--- src/rtl/pdl_config_loader_if.sv ---
// Input-memory read port and configuration-bank write port of the PDL config loader.
// master = loader side, slave = memory / config bank side.
interface pdl_config_loader_if #(
  parameter int unsigned INMEM_ADDRESS_WIDTH = 17,
  parameter int unsigned IDX_WIDTH           = 6
);
  logic                           inputMemoryReadReq;
  logic                           inputMemoryReadAck;
  logic [INMEM_ADDRESS_WIDTH-1:0] inputMemoryReadAdd;
  logic                           inputMemoryReadDataValid;
  logic [7:0]                     inputMemoryReadData;
  logic                           cfgWrEn;
  logic [IDX_WIDTH-1:0]           cfgWrIdx;
  logic [124:0]                   cfgWrData;

  modport master (
    output inputMemoryReadReq, inputMemoryReadAdd, cfgWrEn, cfgWrIdx, cfgWrData,
    input  inputMemoryReadAck, inputMemoryReadDataValid, inputMemoryReadData
  );

  modport slave (
    input  inputMemoryReadReq, inputMemoryReadAdd, cfgWrEn, cfgWrIdx, cfgWrData,
    output inputMemoryReadAck, inputMemoryReadDataValid, inputMemoryReadData
  );
endinterface

--- src/rtl/pdl_config_loader.sv ---
// Fetches the PDL configuration image byte by byte from SIRC input memory and writes one
// 125-bit entry per PUF output bit into the configuration bank.
module pdl_config_loader #(
  parameter int unsigned INMEM_ADDRESS_WIDTH = 17,
  parameter int unsigned BASE_ADDR           = 0,
  parameter int unsigned NUM_BITS            = 64,
  parameter int unsigned IDX_WIDTH           = 6
) (
  input  logic                       clk,
  input  logic                       reset,
  input  logic                       start,
  output logic                       busy,
  output logic                       done,
  pdl_config_loader_if.master        bus
);

  localparam logic [1:0] StIdle     = 2'd0;
  localparam logic [1:0] StReq      = 2'd1;
  localparam logic [1:0] StWaitData = 2'd2;
  localparam logic [1:0] StCommit   = 2'd3;

  localparam logic [INMEM_ADDRESS_WIDTH-1:0] BaseAddr = INMEM_ADDRESS_WIDTH'(BASE_ADDR);
  localparam logic [IDX_WIDTH-1:0]           LastIdx  = IDX_WIDTH'(NUM_BITS - 1);

  logic [1:0]                     state_q, state_d;
  logic [INMEM_ADDRESS_WIDTH-1:0] addr_q, addr_d;
  logic [IDX_WIDTH-1:0]           ent_q, ent_d;
  logic [3:0]                     byte_q, byte_d;
  // Only the 15 most recent bytes are kept; the 16th is merged straight into the write word.
  logic [119:0]                   asm_q, asm_d;
  logic                           req_q, req_d;
  logic                           busy_q, busy_d;
  logic                           done_q, done_d;
  logic                           wr_en_q, wr_en_d;
  logic [IDX_WIDTH-1:0]           wr_idx_q, wr_idx_d;
  logic [124:0]                   wr_data_q, wr_data_d;

  always_comb begin
    state_d   = state_q;
    addr_d    = addr_q;
    ent_d     = ent_q;
    byte_d    = byte_q;
    asm_d     = asm_q;
    req_d     = req_q;
    busy_d    = busy_q;
    done_d    = done_q;
    wr_en_d   = 1'b0;
    wr_idx_d  = wr_idx_q;
    wr_data_d = wr_data_q;

    case (state_q)
      StIdle: begin
        if (start) begin
          state_d = StReq;
          req_d   = 1'b1;
          busy_d  = 1'b1;
          done_d  = 1'b0;
          addr_d  = BaseAddr;
          ent_d   = '0;
          byte_d  = '0;
        end
      end
      StReq: begin
        if (bus.inputMemoryReadAck) begin
          req_d   = 1'b0;
          state_d = StWaitData;
        end
      end
      StWaitData: begin
        if (bus.inputMemoryReadDataValid) begin
          asm_d = {bus.inputMemoryReadData, asm_q[119:8]};
          if (byte_q == 4'd15) begin
            state_d   = StCommit;
            wr_en_d   = 1'b1;
            wr_idx_d  = ent_q;
            wr_data_d = {bus.inputMemoryReadData[4:0], asm_q};
          end else begin
            byte_d  = byte_q + 4'd1;
            addr_d  = addr_q + INMEM_ADDRESS_WIDTH'(1);
            req_d   = 1'b1;
            state_d = StReq;
          end
        end
      end
      StCommit: begin
        if (ent_q == LastIdx) begin
          done_d  = 1'b1;
          busy_d  = 1'b0;
          state_d = StIdle;
        end else begin
          ent_d   = ent_q + IDX_WIDTH'(1);
          byte_d  = '0;
          addr_d  = addr_q + INMEM_ADDRESS_WIDTH'(1);
          req_d   = 1'b1;
          state_d = StReq;
        end
      end
      default: state_d = StIdle;
    endcase
  end

  always_ff @(posedge clk) begin
    if (reset) begin
      state_q   <= StIdle;
      addr_q    <= BaseAddr;
      ent_q     <= '0;
      byte_q    <= '0;
      asm_q     <= '0;
      req_q     <= 1'b0;
      busy_q    <= 1'b0;
      done_q    <= 1'b0;
      wr_en_q   <= 1'b0;
      wr_idx_q  <= '0;
      wr_data_q <= '0;
    end else begin
      state_q   <= state_d;
      addr_q    <= addr_d;
      ent_q     <= ent_d;
      byte_q    <= byte_d;
      asm_q     <= asm_d;
      req_q     <= req_d;
      busy_q    <= busy_d;
      done_q    <= done_d;
      wr_en_q   <= wr_en_d;
      wr_idx_q  <= wr_idx_d;
      wr_data_q <= wr_data_d;
    end
  end

  assign busy                   = busy_q;
  assign done                   = done_q;
  assign bus.inputMemoryReadReq = req_q;
  assign bus.inputMemoryReadAdd = addr_q;
  assign bus.cfgWrEn            = wr_en_q;
  assign bus.cfgWrIdx           = wr_idx_q;
  assign bus.cfgWrData          = wr_data_q;

endmodule

--- src/flat_wrapper.sv ---
// flat-port wrapper written by rule: the top's interface ports become plain ports
module pdl_config_loader_flat 
#(
  parameter int unsigned INMEM_ADDRESS_WIDTH = 17,
  parameter int unsigned BASE_ADDR           = 0,
  parameter int unsigned NUM_BITS            = 64,
  parameter int unsigned IDX_WIDTH           = 6
)
  (clk, reset, start, busy, done, bus_inputMemoryReadReq, bus_inputMemoryReadAdd, bus_cfgWrEn, bus_cfgWrIdx, bus_cfgWrData, bus_inputMemoryReadAck, bus_inputMemoryReadDataValid, bus_inputMemoryReadData);
  pdl_config_loader_if #(.INMEM_ADDRESS_WIDTH(INMEM_ADDRESS_WIDTH), .IDX_WIDTH(IDX_WIDTH)) bus_i ();
  input  logic clk;
  input  logic reset;
  input  logic start;
  output logic busy;
  output logic done;
  output wire logic [$bits(bus_i.inputMemoryReadReq)-1:0] bus_inputMemoryReadReq;
  output wire logic [$bits(bus_i.inputMemoryReadAdd)-1:0] bus_inputMemoryReadAdd;
  output wire logic [$bits(bus_i.cfgWrEn)-1:0] bus_cfgWrEn;
  output wire logic [$bits(bus_i.cfgWrIdx)-1:0] bus_cfgWrIdx;
  output wire logic [$bits(bus_i.cfgWrData)-1:0] bus_cfgWrData;
  input wire logic [$bits(bus_i.inputMemoryReadAck)-1:0] bus_inputMemoryReadAck;
  input wire logic [$bits(bus_i.inputMemoryReadDataValid)-1:0] bus_inputMemoryReadDataValid;
  input wire logic [$bits(bus_i.inputMemoryReadData)-1:0] bus_inputMemoryReadData;
  assign bus_inputMemoryReadReq = bus_i.inputMemoryReadReq;
  assign bus_inputMemoryReadAdd = bus_i.inputMemoryReadAdd;
  assign bus_cfgWrEn = bus_i.cfgWrEn;
  assign bus_cfgWrIdx = bus_i.cfgWrIdx;
  assign bus_cfgWrData = bus_i.cfgWrData;
  assign bus_i.inputMemoryReadAck = bus_inputMemoryReadAck;
  assign bus_i.inputMemoryReadDataValid = bus_inputMemoryReadDataValid;
  assign bus_i.inputMemoryReadData = bus_inputMemoryReadData;
  pdl_config_loader #(.INMEM_ADDRESS_WIDTH(INMEM_ADDRESS_WIDTH), .BASE_ADDR(BASE_ADDR), .NUM_BITS(NUM_BITS), .IDX_WIDTH(IDX_WIDTH)) u_core (.clk(clk), .reset(reset), .start(start), .busy(busy), .done(done), .bus(bus_i));
endmodule
--- config.mk ---
export PLATFORM = sky130hd
export DESIGN_NAME = pdl_config_loader_flat
export DESIGN_NICKNAME = d
export VERILOG_FILES = /design/src/rtl/pdl_config_loader_if.sv /design/src/rtl/pdl_config_loader.sv /design/src/flat_wrapper.sv
export SDC_FILE = /design/constraint.sdc
export NUM_CORES = 1
export LEC_CHECK = 0
export ABC_AREA = 0
export CORE_MARGIN = 4
export CORE_UTILIZATION = 40
export DETAILED_ROUTE_END_ITERATION = 10
export HOLD_SLACK_MARGIN = 0.03
export PLACE_DENSITY = 0.65
export SYNTH_ARGS = -nofsm -noshare
export SYNTH_HDL_FRONTEND = slang
export SYNTH_SLANG_ARGS = --single-unit
export TNS_END_PERCENT = 30
--- constraint.sdc ---
create_clock -name clk -period 4.67 [get_ports clk]
set_input_delay 0.934 -clock clk [delete_from_list [all_inputs] [get_ports clk]]
set_output_delay 0.934 -clock clk [all_outputs]
set_load 0.01 [all_outputs]
==> results.py, run 1 <==
metrics = {
    "cts": {
        "cts_hold_buf": 0,
        "ctsResizeCount": 0,
        "cts_tree": "built",
        "cts_buffers": 29,
        "clk_path_buf_depth": 3,
        "clk_pin_slew_worst_paths_ps": 60,
        "htreeDepth": 1,
        "clk_latency_ps": 530,
        "cts_setup_buffers": 0,
        "cts-root-buf": "clkbuf_16",
        "cts_sinks": 284,
    },
    "sta": {
        "relSlewSlack_pct": 36.4,
        "fin_crit_sh_pct": 60.6,
        "whs_ps": 451,
        "rsz0062_at_grt": "no",
        "tightest_slew_ps": 954,
        "tns_ps": 0,
        "clock_skew_ps": 7.18,
        "setup_violations": 0,
        "clock.fmax_mhz": 354,
        "finalHoldViolCount": 0,
        "slew_viol_final": 0,
        "period_needed_ps": 2830,
    },
    "logic_synthesis": {
        "ys_ff_latch": 284,
        "netlist_instances": 1317,
        "synth_area_leaders": "dfxtp_1 55%, nand2_1 19%, a21oi_1 13%, clkbuf_1 2.8%, nand3_1 1.9%",
        "synthTopCellsByCount": "515 x nand2_1, 284 x dfxtp_1, 264 x a21oi_1",
        "yosys.area.top_type_share_pct": 54.7,
        "synth_fp_nets": 1333,
        "synth_flop_cell": "dfxtp_1",
        "synth_enable_flop_cells": 0,
        "synth_cell_types": 49,
        "syn_area_per_cell_um2": 7.89,
        "syn_area_um2": 10400,
        "seq_area_frac_synth_pct": 54.7,
        "yosysTopAreaCell": "dfxtp_1",
        "ys_warn_count": 0,
        "async_flop_share_pct": 0,
        "synthMostInstantiatedCell": "nand2_1",
    },
    "route": {
        "drtPass1Iterations": 5,
        "vias": 9107,
        "wirelength_um": 26600,
        "remaining_drc_errors": 0,
        "first_iter_violations": 803,
        "ant_nets": 0,
        "wl_per_cell_um": 15.0,
        "viasPerCell": 5.13,
    },
    "finish": {
        "areaGrowthSynthToFinish_pct": 26.2,
        "fill_cells": 2499,
        "register_area_um2": 5690,
        "multi_input_area_um2": 4240,
        "drive_gt1_share_pct": 4.78,
        "final_area_um2": 13100,
        "fin_cells": 1774,
        "antenna_cells": 0,
        "fin_nets": 1439,
    },
    "setup_path": {
        "critPathMaxStageDelay_ps": 600,
        "cp_slowest_cell": "and3b_4",
        "critical_path_class": "primary input to register",
        "critPathTopFamily": "simple AND/OR/NAND/NOR gates",
        "critPathCaptureType": "register",
        "critPathRequiredTime_ps": 5040,
        "path_max_fanout": 61,
        "cp.arrival_ps": 3200,
        "start_kind": "primary input",
        "cp_cell_sequence": "clkdlybuf4s50_1 > and3b_4 > nand2_4 > buf_4 > nand2_1 > a21oi_1",
        "path_buf_inv": 2,
    },
    "floorplanning": {
        "die_w_um": 169,
        "die-area_um2": 28600,
        "rows": 58,
        "chipHeight_um": 169,
        "core_um2": 25400,
        "io_pins": 165,
        "start_util_pct": 40.9,
    },
    "placed_design": {
        "dp.cells": 1722,
        "hpwlAfterDp_um": 16400,
        "gp_congestion": 0.780,
        "place_area_um2": 12100,
        "io_buffers": 164,
    },
    "global_route": {
        "antenna_found_initial": 0,
        "grt_max_degree": 156,
        "grt_pass1_vias": 8408,
        "grt-ovfl-total": 0,
        "track_usage_pct": 17.8,
        "grt_pass1_wl_um": 43400,
    },
    "hold_path": {
        "hold_class": "register to register",
    },
    "pwr": {
        "ir_drop_v": 0.000244,
        "power.density_nw_per_um2": 378,
        "p_leak_nw": 4.13,
    },
    "run": {
        "drv_cap": 0,
    },
    "outcome": {
        "status": "complete, no violations",
    },
}
==> registers in the layout, indices dropped and copies added (netlist names) <==
signal / cells
u_core.done: 1
u_core.bus.inputMemoryReadAdd: 17
u_core.ent_q: 6
u_core.bus.cfgWrIdx: 6
u_core.bus.cfgWrEn: 1
u_core.busy: 1
u_core.state_q: 2
u_core.byte_q: 4
u_core.asm_q: 120
u_core.bus.cfgWrData: 125
u_core.bus.inputMemoryReadReq: 1
==> cell type report <==
| cell class | count | area share, % |
|---|---|---|
| Clock buffer | 36 | 5.96 |
| Tap cell | 330 | 3.15 |
| Sequential cell | 284 | 43.4 |
| Multi-Input combinational cell | 925 | 32.4 |
| Timing Repair Buffer | 177 | 13.4 |
| Inverter | 6 | 0.172 |
| Clock inverter | 16 | 1.60 |
==> path summary, 6_finish.rpt <==
path / endpoint / slack [ps] / cells past startpoint / start
max: u_core.bus.cfgWrData[21] / 1840 / 6 / bus_inputMemoryReadDataValid
min: u_core.bus.cfgWrData[22] / 450 / 2 / u_core.bus.cfgWrData[22]
max reg2reg: u_core.bus.cfgWrData[21] / 2150 / 5 / u_core.state_q[0]
min reg2reg: u_core.bus.cfgWrData[22] / 450 / 2 / u_core.bus.cfgWrData[22]
==> worst min-delay path, cell delays in order (launching register included) <==
cell     delay [ps]
dfxtp_1         310
nand2_1          50
a21oi_1          50
==> placed cells by master, fill, tap and decap left out, types with 2 or more instances in the layout <==
cell	n
nand2_1	514
dfxtp_1	284
a21oi_1	264
clkdlybuf4s50_1	163
nand3_1	40
clkbuf_16	29
a31oi_1	17
nor2_1	13
buf_4	12
a2111o_1	10
clkinv_2	9
nand4_1	6
inv_1	5
or3_1	5
bufinv_16	5
and3_1	4
o2111ai_1	4
nor3_1	4
o21ai_0	4
clkbuf_1	4
xnor2_1	3
a32oi_1	3
ha_1	3
clkbuf_8	3
and4_1	2
nand2b_1	2
or4_1	2
nor4_1	2
a311oi_1	2
o2bb2ai_1	2
clkinvlp_4	2
==> kinds of logic after synthesis <==
kind of cell | share of synthesized area [%]
buffers and inverters | 4.60
adders and majority gates | 0.361
AOI/OAI and AO/OA | 16.6
muxes | 0.0964
xor gates and xnor gates | 0.337
and+or+nand+nor | 23.3
DFF | 54.7
==> power breakdown <==
group	switching, mW	leakage [nW]	internal [mW]
clock	0.942	0.490	1.46
sequential	0.00739	2.29	2.43
combinational	0.0876	1.36	0.0302
==> layer usage <==
layer	track usage (%)	up-vias	wire length [µm]
li1	-	4581	-
met1	25.0	4276	12300
met2	28.9	221	12300
met3	3.56	29	1570
met4	3.12	0	331
met5	0	-	0
==> metrics by stage <==
stage	utilization (%)	worst slack, ps	power (mW)
floorplan	-	2560	2.57
global placement	47.7	1290	2.61
detailed placement	47.7	1240	2.61
CTS	51.6	1790	5.00
global route	51.6	1620	5.13
finish	51.6	1840	4.95
Power figures use the tool's default switching activity.
==> inputs of run 2 (changes only) <==
--- a/config.mk
+++ b/config.mk
@@ -10,7 +10,7 @@
 export CORE_UTILIZATION = 40
 export DETAILED_ROUTE_END_ITERATION = 10
 export HOLD_SLACK_MARGIN = 0.03
-export PLACE_DENSITY = 0.65
+export PLACE_DENSITY = 0.68
 export SYNTH_ARGS = -nofsm -noshare
 export SYNTH_HDL_FRONTEND = slang
 export SYNTH_SLANG_ARGS = --single-unit
==> constraint.sdc (replaced) <==
create_clock -name clk -period 2.6 [get_ports clk]
set_input_delay 0.52 -clock clk [delete_from_list [all_inputs] [get_ports clk]]
set_output_delay 0.52 -clock clk [all_outputs]
set_load 0.01 [all_outputs]
==> run 2 against run 1 <==
Wire length is 0.62% lower. Sequential power is 80% higher. Design area is 0.79% higher. Utilization is 0.41 points higher. Non-clock buffer count is 5 higher. Critical path type is now register to output port. Critical endpoint is now bus_inputMemoryReadAdd[7]. Highest routed layer is now met5.
==> results.py, run 2 (same netlist as run 1, synthesis figures left out) <==
metrics = {
    "outcome": {
        "status": "complete, no violations",
    },
    "setup_path": {
        "critPathCaptureType": "output port",
        "critPathTopFamily": "buffers and inverters",
        "critPathMaxStageDelay_ps": 600,
        "start_kind": "register",
        "critPathRequiredTime_ps": 2080,
        "critical_path_class": "register to output port",
        "cp_cell_sequence": "clkdlybuf4s50_1",
        "path_buf_inv": 1,
        "path_max_fanout": 9,
        "cp_slowest_cell": "clkdlybuf4s50_1",
        "cp.arrival_ps": 1620,
    },
    "route": {
        "wl_per_cell_um": 14.9,
        "drtPass1Iterations": 5,
        "vias": 9127,
        "remaining_drc_errors": 0,
        "viasPerCell": 5.14,
        "ant_nets": 0,
        "first_iter_violations": 832,
        "wirelength_um": 26400,
    },
    "sta": {
        "tightest_slew_ps": 635,
        "setup_violations": 0,
        "slew_viol_final": 0,
        "clock.fmax_mhz": 467,
        "relSlewSlack_pct": 57.7,
        "finalHoldViolCount": 0,
        "clock_skew_ps": 10.3,
        "fin_crit_sh_pct": 82.4,
        "period_needed_ps": 2140,
        "whs_ps": 396,
        "tns_ps": 0,
        "rsz0062_at_grt": "no",
    },
    "cts": {
        "ctsResizeCount": 0,
        "cts_sinks": 284,
        "cts_setup_buffers": 0,
        "cts_tree": "built",
        "clk_path_buf_depth": 3,
        "cts_buffers": 30,
        "clk_pin_slew_worst_paths_ps": 60,
        "htreeDepth": 1,
        "cts_hold_buf": 0,
        "cts-root-buf": "clkbuf_16",
        "clk_latency_ps": 540,
    },
    "run": {
        "drv_cap": 0,
    },
    "global_route": {
        "grt_pass1_vias": 8457,
        "grt-ovfl-total": 0,
        "grt_max_degree": 121,
        "grt_pass1_wl_um": 43800,
        "track_usage_pct": 18.0,
        "antenna_found_initial": 1,
    },
    "finish": {
        "largest_reg_flops": 125,
        "final_cell_mix": "514 x nand2_1, 284 x dfxtp_1, 264 x a21oi_1",
        "fill_cells": 2464,
        "areaGrowthSynthToFinish_pct": 27.2,
        "antenna_cells": 0,
        "drive_gt1_share_pct": 4.91,
        "fin_nets": 1445,
        "final_common_cell": "nand2_1",
    },
    "pwr": {
        "power.share.clock_pct": 47.4,
        "power_frac_seq_pct": 49.9,
        "internal-power_mw": 6.90,
        "power.density_nw_per_um2": 663,
        "ir_drop_v": 0.000334,
        "switching_share_pct": 21.3,
        "p_sw_mw": 1.86,
        "p_comb_share_pct": 2.7,
        "p_leak_nw": 4.18,
    },
    "floorplanning": {
        "io_pins": 165,
        "die-area_um2": 28600,
        "start_util_pct": 40.9,
        "die_w_um": 169,
        "chipHeight_um": 169,
        "rows": 58,
        "core_um2": 25400,
    },
    "placed_design": {
        "io_buffers": 164,
        "hpwlAfterDp_um": 16200,
        "gp_congestion": 0.803,
    },
    "hold_path": {
        "hold_class": "primary input to register",
    },
}
==> run 2: changes by cell type in the layout (fill, tap and decap cells not counted), sizes merged <==
| cell | delta |
|---|---|
| bufinv | -3 |
| clkbuf | +4 |
| inv | +1 |
| clkinv | -4 |
| buf | +5 |
==> run 2: worst register-to-register path, delay by kind of cell, from the launching register on <==
kind | cells | cell delay, ps
AND/OR/NAND/NOR | 1 | 250
buffers and inverters | 1 | 260
flip-flops | 1 | 360
AO/OA/AOI/OAI | 3 | 830
adder cells (fa/ha/maj) | 1 | 250
==> run 2: path summary, 6_finish.rpt <==
| check | slack [ps] | from | cells past startpoint | to |
|---|---|---|---|---|
| setup reg to reg | 580 | u_core.ent_q[0] | 6 | u_core.bus.inputMemoryReadAdd[11] |
| hold / removal | 400 | reset | 2 | u_core.bus.cfgWrData[8] |
| setup / recovery | 460 | u_core.bus.inputMemoryReadAdd[7] | 1 | bus_inputMemoryReadAdd[7] |
| hold reg to reg | 450 | u_core.bus.cfgWrData[25] | 2 | u_core.bus.cfgWrData[25] |
==> run 2: layout make-up <==
class / count / area [µm²] / area share [%]
Sequential cell: 284 / 5690 / 43.0
Multi-Input combinational cell: 925 / 4240 / 32.1
Timing Repair Buffer: 182 / 1890 / 14.3
Clock buffer: 40 / 850 / 6.43
Tap cell: 330 / 413 / 3.12
Clock inverter: 10 / 109 / 0.824
Inverter: 6 / 22.5 / 0.170
==> run 2: through the flow <==
stage               setup WS, ps  total power, mW  instance area [µm²]  instances  utilization (%)
floorplan                    776             4.62                10400       1317                -
global route                 395             9.06                13200       1777             52.0
CTS                          423             8.86                13200       1777             52.0
finish                       457             8.76                13200       1777             52.0
detailed placement           306             4.70                12300       1727             48.3
global placement             357             4.70                12300       1727             48.3
==> run 2: power by group through the flow <==
stage | Combinational (mW) | Clock [mW] | Sequential, mW
2_1_floorplan | 0.156 | 0 | 4.46
3_3_place_gp | 0.236 | 0 | 4.47
3_5_place_dp | 0.235 | 0 | 4.47
4_1_cts | 0.235 | 4.25 | 4.37
5_1_grt | 0.259 | 4.44 | 4.37
6_report | 0.235 | 4.16 | 4.37
==> run 2: metal layers <==
metal | wire, µm | global-route usage, % | vias to the layer above
li1 | - | - | 4598
met1 | 12400 | 25.9 | 4249
met2 | 11700 | 27.6 | 235
met3 | 1770 | 3.91 | 43
met4 | 515 | 4.24 | 2
met5 | 9 | 0 | -
==> variant (config.mk and constraints of run 2) <==
Take the reset off `wr_data_q` and load it in a clocked block of its own.
--- a/src/rtl/pdl_config_loader.sv
+++ b/src/rtl/pdl_config_loader.sv
@@ -111,7 +111,6 @@
       done_q    <= 1'b0;
       wr_en_q   <= 1'b0;
       wr_idx_q  <= '0;
-      wr_data_q <= '0;
     end else begin
       state_q   <= state_d;
       addr_q    <= addr_d;
@@ -123,8 +122,11 @@
       done_q    <= done_d;
       wr_en_q   <= wr_en_d;
       wr_idx_q  <= wr_idx_d;
-      wr_data_q <= wr_data_d;
     end
+  end
+
+  always_ff @(posedge clk) begin
+    wr_data_q <= wr_data_d;
   end
 
   assign busy                   = busy_q;
Behaviour: same outputs for any inputs over 10 cycles, from zero or initial values and one cycle with reset high; that may be too few to reach the edited logic, so the function may still have changed.
==> variant against run 2 <==
Non-clock buffer count fell by 2. Count of clock-buffer cells in the layout is 7 lower. Via count down 23%. Synthesized cell count down 32%. Final area decreased by 2.7%. Global-route usage is 2.2 points lower. Critical endpoint unchanged. Setup slack worse by 0.0017 ns. Wire length fell by 17%. Sequential cell count did not move. Clock power decreased by 1%. Synthesized area down 5.0%. Combinational power decreased by 19%. Sequential power grew 6.2%. Total power grew 2.1%.
==> variant: results <==
[cells_and_area]
multi_input_area_um2 = 2683
area_share_nonclk_buffers_pct = 14.55
clk_share_pct = 7.326
fin_cells = 1395
signal_buffers = 180
largest_reg_flops = 125
seq_share_pct = 53.94
inverters = 5
clock_buffers = 33
drive_gt1_share_pct = 6.536
seq_cell_count = 284
nNetsFinal = 1067
multi_input_cells = 553
nFillCells = 2137

[yosys]
synth_edf_count = 125
syn_inst = 898
seq_area_frac_synth_pct = 70.33
ys_types = 48
yosys.area.top_type_share_pct = 38.06
netlist_top_cells_count = "nand2_1 (274), dfxtp_1 (159), a21oi_1 (142), edfxtp_1 (125)"
synth_area_leaders = "edfxtp_1 (38%), dfxtp_1 (32%), nand2_1 (10%), a21oi_1 (7.2%), nand3_1 (1.5%)"
synth_nets = 914

[global_routing]
grt_use_met3_pct = 3.070
grt_pass1_wl_um = 34990
antenna_found_initial = 1
grt_pass1_vias = 6756
grt_usage_pct = 15.77
grt_use_met1_pct = 21.41
met2_usage_pct = 25.87

[pwr]
p_leak_nw = 4.153
p_sw_w = 0.001772
ir_worst_vdd_v = 0.0003956

[placement]
place_inst = 1346
post-place-ws_ns = 0.1816
io_buffer_count = 164
gp_congestion = 0.7758
dp_hpwl_um = 13650

[clock_network]
postCtsSetupBuffers = 0
cts_resized = 0
root_buffer = "clkbuf_16"
clk_path_buf_depth = 3
numCtsBuffers = 27
clkLatencyLatePin_ns = 0.53
clk_pin_slew_ns = 0.06

[status]
outcome = "finished clean"

[hold_path]
worstHoldPathType = "reg -> reg"

[detailed_routing]
wl_met3_um = 1205
routed_wl_um = 21860
via_per_inst = 5.030
drtIter0Drc = 443
wl_met2_um = 10540
drt-pass1-iter-count = 4
wl_met1_um = 9634

[sta]
clock_skew_ns = 0.01395
tightest_slew_ns = 0.6250
[variant: cell count changes after synthesis, sizes merged, moves of 4 or more]
cell and delta:
buf +4, edfxtp +125, clkbuf -50, nand3 -11, nand2 -240, a21oi -123
o211ai +4, a31oi -7, mux2i +4, dfxtp -125
[variant: worst paths after layout]
check | start | cells after the start | endpoint | slack, ns
worst max-delay path | u_core.bus.inputMemoryReadAdd[7] | 1 | bus_inputMemoryReadAdd[7] | 0.46
worst min-delay path | u_core.asm_q[4] | 0 | u_core.bus.cfgWrData[4] | 0.43
worst max register to register | u_core.state_q[0] | 4 | u_core.bus.cfgWrData[37] | 0.55
worst min register to register | u_core.asm_q[4] | 0 | u_core.bus.cfgWrData[4] | 0.43
[variant: through the flow]
step	cell area [µm²]	hold WS (ns)	TNS (ns)
final	12860	0.4290	0
after global routing	12860	0.4496	0
after CTS	12860	0.4296	0
after detailed placement	11920	0.4146	0
after global placement	11920	0.4156	0
after floorplan	9894	0.4081	-73.00
[variant: power by group through the flow]
| stage | registers, W | logic [W] | clock network (W) |
|---|---|---|---|
| detailed placement | 0.00474 | 0.000191 | 0 |
| floorplan | 0.00473 | 0.000125 | 0 |
| finish | 0.00464 | 0.000190 | 0.00411 |
| global route | 0.00464 | 0.000210 | 0.00439 |
| global placement | 0.00474 | 0.000190 | 0 |
| CTS | 0.00464 | 0.000191 | 0.00419 |
[variant: cells by family (layout without fill, tap and decap cells)]
| logic type | after synthesis | after routing | synth area share, % |
|---|---|---|---|
| flops | 284 | 284 | 70.33 |
| buf+inv | 61 | 234 | 2.727 |
| fa+ha+maj | 3 | 3 | 0.3806 |
| simple gates | 358 | 358 | 15.27 |
| compound gates | 187 | 187 | 10.78 |
| mux | 5 | 5 | 0.5074 |
